## config.mk

```make
export PLATFORM = sky130hd
export DESIGN_NAME = lfsr_seq_gen
export DESIGN_NICKNAME = d
export VERILOG_FILES = /design/src/rtl/lfsr_pkg.sv /design/src/rtl/lfsr_next_state.sv /design/src/rtl/lfsr_seq_gen.sv
export SDC_FILE = /design/constraint.sdc
export NUM_CORES = 1
export LEC_CHECK = 0
export CAP_MARGIN = 0
export CORE_MARGIN = 2
export CORE_UTILIZATION = 50
export DETAILED_ROUTE_END_ITERATION = 10
export GPL_TIMING_DRIVEN = 0
export PLACE_DENSITY = 0.79
export SYNTH_ARGS = -nofsm -noshare
export SYNTH_HDL_FRONTEND = slang
export SYNTH_HIERARCHICAL = 1
export SYNTH_SLANG_ARGS = --single-unit
```

## constraint.sdc

```tcl
create_clock -name clk -period 3.6 [get_ports clk]
set_input_delay 0.72 -clock clk [delete_from_list [all_inputs] [get_ports clk]]
set_output_delay 0.72 -clock clk [all_outputs]
set_load 0.02 [all_outputs]
```

## src/rtl/lfsr_pkg.sv

```systemverilog
// Shared definitions for the challenge LFSR: FSM states, update-mode codes
// and maximal-length default tap masks.
package lfsr_pkg;

  typedef enum logic [1:0] {
    IDLE = 2'd0,
    RUN  = 2'd1,
    DONE = 2'd2
  } lfsr_state_t;

  localparam logic MODE_FIB = 1'b0;
  localparam logic MODE_GAL = 1'b1;

  // Bit i set selects stage i; each mask is a primitive polynomial of that degree.
  function automatic logic [15:0] default_taps(input int width);
    logic [15:0] taps;
    case (width)
      4:       taps = 16'h0009;
      5:       taps = 16'h0014;
      6:       taps = 16'h0030;
      7:       taps = 16'h0060;
      8:       taps = 16'h00B8;
      9:       taps = 16'h0110;
      10:      taps = 16'h0240;
      11:      taps = 16'h0500;
      12:      taps = 16'h0829;
      13:      taps = 16'h100D;
      14:      taps = 16'h2015;
      15:      taps = 16'h6000;
      16:      taps = 16'hD008;
      default: taps = 16'h0000;
    endcase
    return taps;
  endfunction

endpackage

```

## src/rtl/lfsr_next_state.sv

```systemverilog
// Combinational single-step LFSR update, Fibonacci or Galois form.
// Shared with the PUF response scrambler.
module lfsr_next_state
  import lfsr_pkg::*;
#(
  parameter int                 WIDTH = 4,
  parameter logic [WIDTH-1:0]   TAPS  = 4'b1001
) (
  input  logic [WIDTH-1:0] state,
  input  logic             mode,
  output logic [WIDTH-1:0] next_state
);

  logic             fib_fb;
  logic [WIDTH-1:0] fib_next;
  logic [WIDTH-1:0] gal_next;

  assign fib_fb   = ^(state & TAPS);
  assign fib_next = {state[WIDTH-2:0], fib_fb};

  // Galois: shift left, then fold the outgoing MSB back in at every tap.
  genvar gi;
  generate
    for (gi = 0; gi < WIDTH; gi = gi + 1) begin : g_gal
      if (gi == 0) begin : g_lsb
        assign gal_next[gi] = state[WIDTH-1] & TAPS[gi];
      end else begin : g_upper
        assign gal_next[gi] = state[gi-1] ^ (state[WIDTH-1] & TAPS[gi]);
      end
    end
  endgenerate

  assign next_state = (mode == MODE_GAL) ? gal_next : fib_next;

endmodule

```

## src/rtl/lfsr_seq_gen.sv

```systemverilog
// Challenge-word LFSR with seed loading, zero-seed protection and a
// start/done handshake that advances the register a programmed number of steps.
module lfsr_seq_gen
  import lfsr_pkg::*;
#(
  parameter int               WIDTH      = 4,
  parameter logic [WIDTH-1:0] TAPS       = 4'b1001,
  parameter logic [WIDTH-1:0] RESET_SEED = 4'b0001,
  parameter int               CNT_W      = 8
) (
  input  logic             clk,
  input  logic             reset,
  input  logic             load,
  input  logic [WIDTH-1:0] seed_in,
  input  logic             mode,
  input  logic             start,
  input  logic [CNT_W-1:0] steps,
  output logic [WIDTH-1:0] lfsr_out,
  output logic             busy,
  output logic             done,
  output logic             lockup
);

  lfsr_state_t      state_reg, state_next;
  logic [CNT_W-1:0] cnt_reg, cnt_next;
  logic             mode_reg, mode_next;
  logic [WIDTH-1:0] lfsr_reg, lfsr_next;
  logic             done_reg, done_next;
  logic             lockup_reg, lockup_next;

  logic [WIDTH-1:0] lfsr_upd;
  logic [WIDTH-1:0] lfsr_upd_safe;
  logic             seed_zero;

  lfsr_next_state #(
    .WIDTH (WIDTH),
    .TAPS  (TAPS)
  ) u_next_state (
    .state      (lfsr_reg),
    .mode       (mode_reg),
    .next_state (lfsr_upd)
  );

  // A non-primitive tap mask can collapse to zero; never let that stick.
  assign lfsr_upd_safe = (lfsr_upd == '0) ? RESET_SEED : lfsr_upd;
  assign seed_zero     = (seed_in == '0);

  always_comb begin
    state_next  = state_reg;
    cnt_next    = cnt_reg;
    mode_next   = mode_reg;
    lfsr_next   = lfsr_reg;
    done_next   = 1'b0;
    lockup_next = lockup_reg;
    if (load) begin
      // Load aborts any run silently, including one sitting in DONE.
      lfsr_next   = seed_zero ? RESET_SEED : seed_in;
      lockup_next = seed_zero;
      state_next  = IDLE;
      cnt_next    = '0;
    end else begin
      case (state_reg)
        IDLE: begin
          if (start) begin
            if (steps != '0) begin
              mode_next  = mode;
              cnt_next   = steps;
              state_next = RUN;
            end else begin
              state_next = DONE;
            end
          end
        end
        RUN: begin
          lfsr_next = lfsr_upd_safe;
          cnt_next  = cnt_reg - CNT_W'(1);
          if (cnt_reg == CNT_W'(1)) begin
            state_next = DONE;
          end
        end
        DONE: begin
          done_next  = 1'b1;
          state_next = IDLE;
        end
        default: state_next = IDLE;
      endcase
    end
  end

  always_ff @(posedge clk or posedge reset) begin
    if (reset) begin
      state_reg  <= IDLE;
      cnt_reg    <= '0;
      mode_reg   <= MODE_FIB;
      lfsr_reg   <= RESET_SEED;
      done_reg   <= 1'b0;
      lockup_reg <= 1'b0;
    end else begin
      state_reg  <= state_next;
      cnt_reg    <= cnt_next;
      mode_reg   <= mode_next;
      lfsr_reg   <= lfsr_next;
      done_reg   <= done_next;
      lockup_reg <= lockup_next;
    end
  end

  assign lfsr_out = lfsr_reg;
  assign busy     = (state_reg == RUN);
  assign done     = done_reg;
  assign lockup   = lockup_reg;

endmodule
```

==> impl_metrics.tcl <==
set metrics [dict create \
    synth_compound_area_share_pct 25.28 \
    synth_fp_nets 137 \
    path_clk_slew_ps 100 \
    dp.cells 168 \
    setup_viol 0 \
    startpoint_type "register" \
    vias_per_cell 5.884 \
    die_x_um 51.62 \
    stdcell_count 172 \
    place.gp.congestion 0.8975 \
    slew_viol_final 0 \
    synth_fa_ha_area_share_pct 2.208 \
    cts_resized 0 \
    arrival_ps 1670 \
    status "finished clean" \
    post-route-drc-count 0 \
    utilization_pct 65.22 \
    drt-pass1-iter-count 4 \
    num_vias 1012 \
    clockBufferDepth 2 \
    grt_overflow 0 \
    die-area_um2 2664 \
    worstPathRequired_ps 2880 \
    die_y_um 51.62 \
    finalCritPeriodShare_pct 66.31 \
    nFillCells 198 \
    post-cts-setup-buffers 0 \
    hold_viol 0 \
    reg2reg_depth 4 \
    synth.distinct_cells 46 \
    synth_xor_xnor_area_share_pct 1.545 \
    gr-usage-all-layers_pct 23.44 \
    synthMuxAreaShare_pct 4.857 \
    synth_top_family_by_area "compound AO/OA/AOI/OAI gates" \
    wire_per_inst_um 15.42 \
    layout-drive-gt1-share_pct 13.19 \
    cts_buffers 3 \
    grt_max_degree 18 \
    layout.nets 164 \
    synth-edff-count 0 \
    fmax_mhz 418.9 \
    synth.top_cell.area_share_pct 35.32 \
    pre_cts_slack_ps 1171 \
    postLayoutCellArea_um2 1415 \
    cts_root_buf "clkbuf_4" \
    hold_slack_ps 518.1 \
    multiInputGateArea_um2 644.4 \
    yosys_warnings 6 \
    setup_ws_ps 1213 \
    row_count 17 \
    fin_setup_tns_ps 0 \
    areaGrowthSynthToFinish_pct 24.83 \
    endpoint_kind "output port" \
    hold_class "register to register" \
    n_antenna_cell 0 \
    dp_hpwl_um 2044 \
    max_cap_viol_count 0 \
    drt-total-wl_um 2653 \
    clk_latency_ps 290 \
    regArea_um2 426.7 \
    critPathKind "register to output port" \
    ios 24 \
    port_buffers 22 \
    p_leak_nw 0.5789 \
    grt_pass1_vias 1057 \
    synth_top_cell_by_area "dfrtp_1" \
    mostFrequentLayoutCells "clkdlybuf4s50_1 (22), dfrtp_1 (16), nor2_1 (11), o21ai_0 (9), nand2_1 (7)" \
    final_common_cell "clkdlybuf4s50_1" \
    grt_pass1_wl_um 4623 \
    synthSimpleGateAreaFrac_pct 22.96 \
    synth_area_leaders "dfrtp_1 (35%), nor4_4 (5.6%), o21ai_0 (4.0%)" \
    start_util_pct 52.25 \
    rsz0062_at_grt "no" \
    fin_crit_ps 2387 \
    tightest_slew_ps 646.4 \
    synthesis.area_um2 1134 \
    cp_max_fo 8 \
    skew_ps 1.416 \
    h-tree-depth 1 \
    core_um2 2170 \
    total_power_mw 0.5112 \
    holdPathStages 1 \
    vdd_ir_drop_max_v 0.0003004 \
    async_reset_ff_share_pct 100.0 \
    slew_headroom_pct 56.86 \
    largest_reg_flops 8 \
    syn_avg_cell_area_um2 9.607 \
    cts_hold_buf 0 \
    yosysSeqAreaShare_pct 37.64 \
    power.density_nw_per_um2 361.2 \
    antenna_left 0 \
    cts.sinks 17 \
    place_area_um2 1389 \
    cts_tree "yes" \
    syn_inst 118 \
    synth_flop_cell "dfrtp_1" \
    synth-seq-cells 17 \
    drt_iter0_drc 42 \
    antenna_found_initial 0 \
]
[Yosys cell counts, types with 2 or more instances]
cell       count
nand3_1        3
mux2i_1        4
a211oi_1       2
dfrtp_1       16
nor2b_1        2
clkbuf_1       3
nor4_4         3
a21o_1         2
inv_1          6
buf_4          2
and3_1         2
ha_1           2
o21ai_0        9
buf_2          2
nor3_1         6
a221oi_2       2
xnor2_1        2
o311ai_1       2
nand2_1        7
nor2_1        11
o2bb2ai_1      2
a21boi_1       2
a21oi_1        3
[layer usage]
layer	global-route usage, %	up-vias	share of wire (%)
met2	38.25	32	49
met1	29.96	485	44
met5	0	-	0
met4	10.96	0	2.1
met3	4.310	6	4.7
li1	-	489	-
[cells by family after synthesis]
kind of cell | count (synthesis)
simple gates | 41
compound gates | 37
flops | 17
buf+inv | 14
mux | 5
xor+xnor | 2
fa+ha+maj | 2
[path summary, 6_finish.rpt]
path / to / slack (ps) / from
max: busy / 1210 / state_reg[0]
min: lockup / 520 / lockup
max reg2reg: state_reg[0] / 2070 / cnt_reg[2]
min reg2reg: lockup / 520 / lockup
max in group asynchronous: cnt_reg[4] / 2380 / reset
min in group asynchronous: cnt_reg[0] / 800 / reset
[power by group]
group	internal (mW)	switching (mW)	total (mW)
registers	0.211	0.0249	0.236
clock network	0.0430	0.0614	0.104
logic	0.0857	0.0849	0.171
total	0.340	0.171	0.511
[worst max-delay path, stage by stage, from the launching register on]
cell and delay, ps:
dfrtp_1 440, nand2b_1 110, clkinv_1 210, clkdlybuf4s50_1 610
[area by class of cell]
| class | count | area share (%) |
|---|---|---|
| Inverter | 7 | 1.857 |
| Tap cell | 28 | 2.476 |
| Clock buffer | 4 | 1.857 |
| Sequential cell | 17 | 30.15 |
| Buffer | 7 | 2.564 |
| Multi-Input combinational cell | 87 | 45.53 |
| Timing Repair Buffer | 22 | 15.56 |
Note: power is estimated with default switching activity, not from simulation.
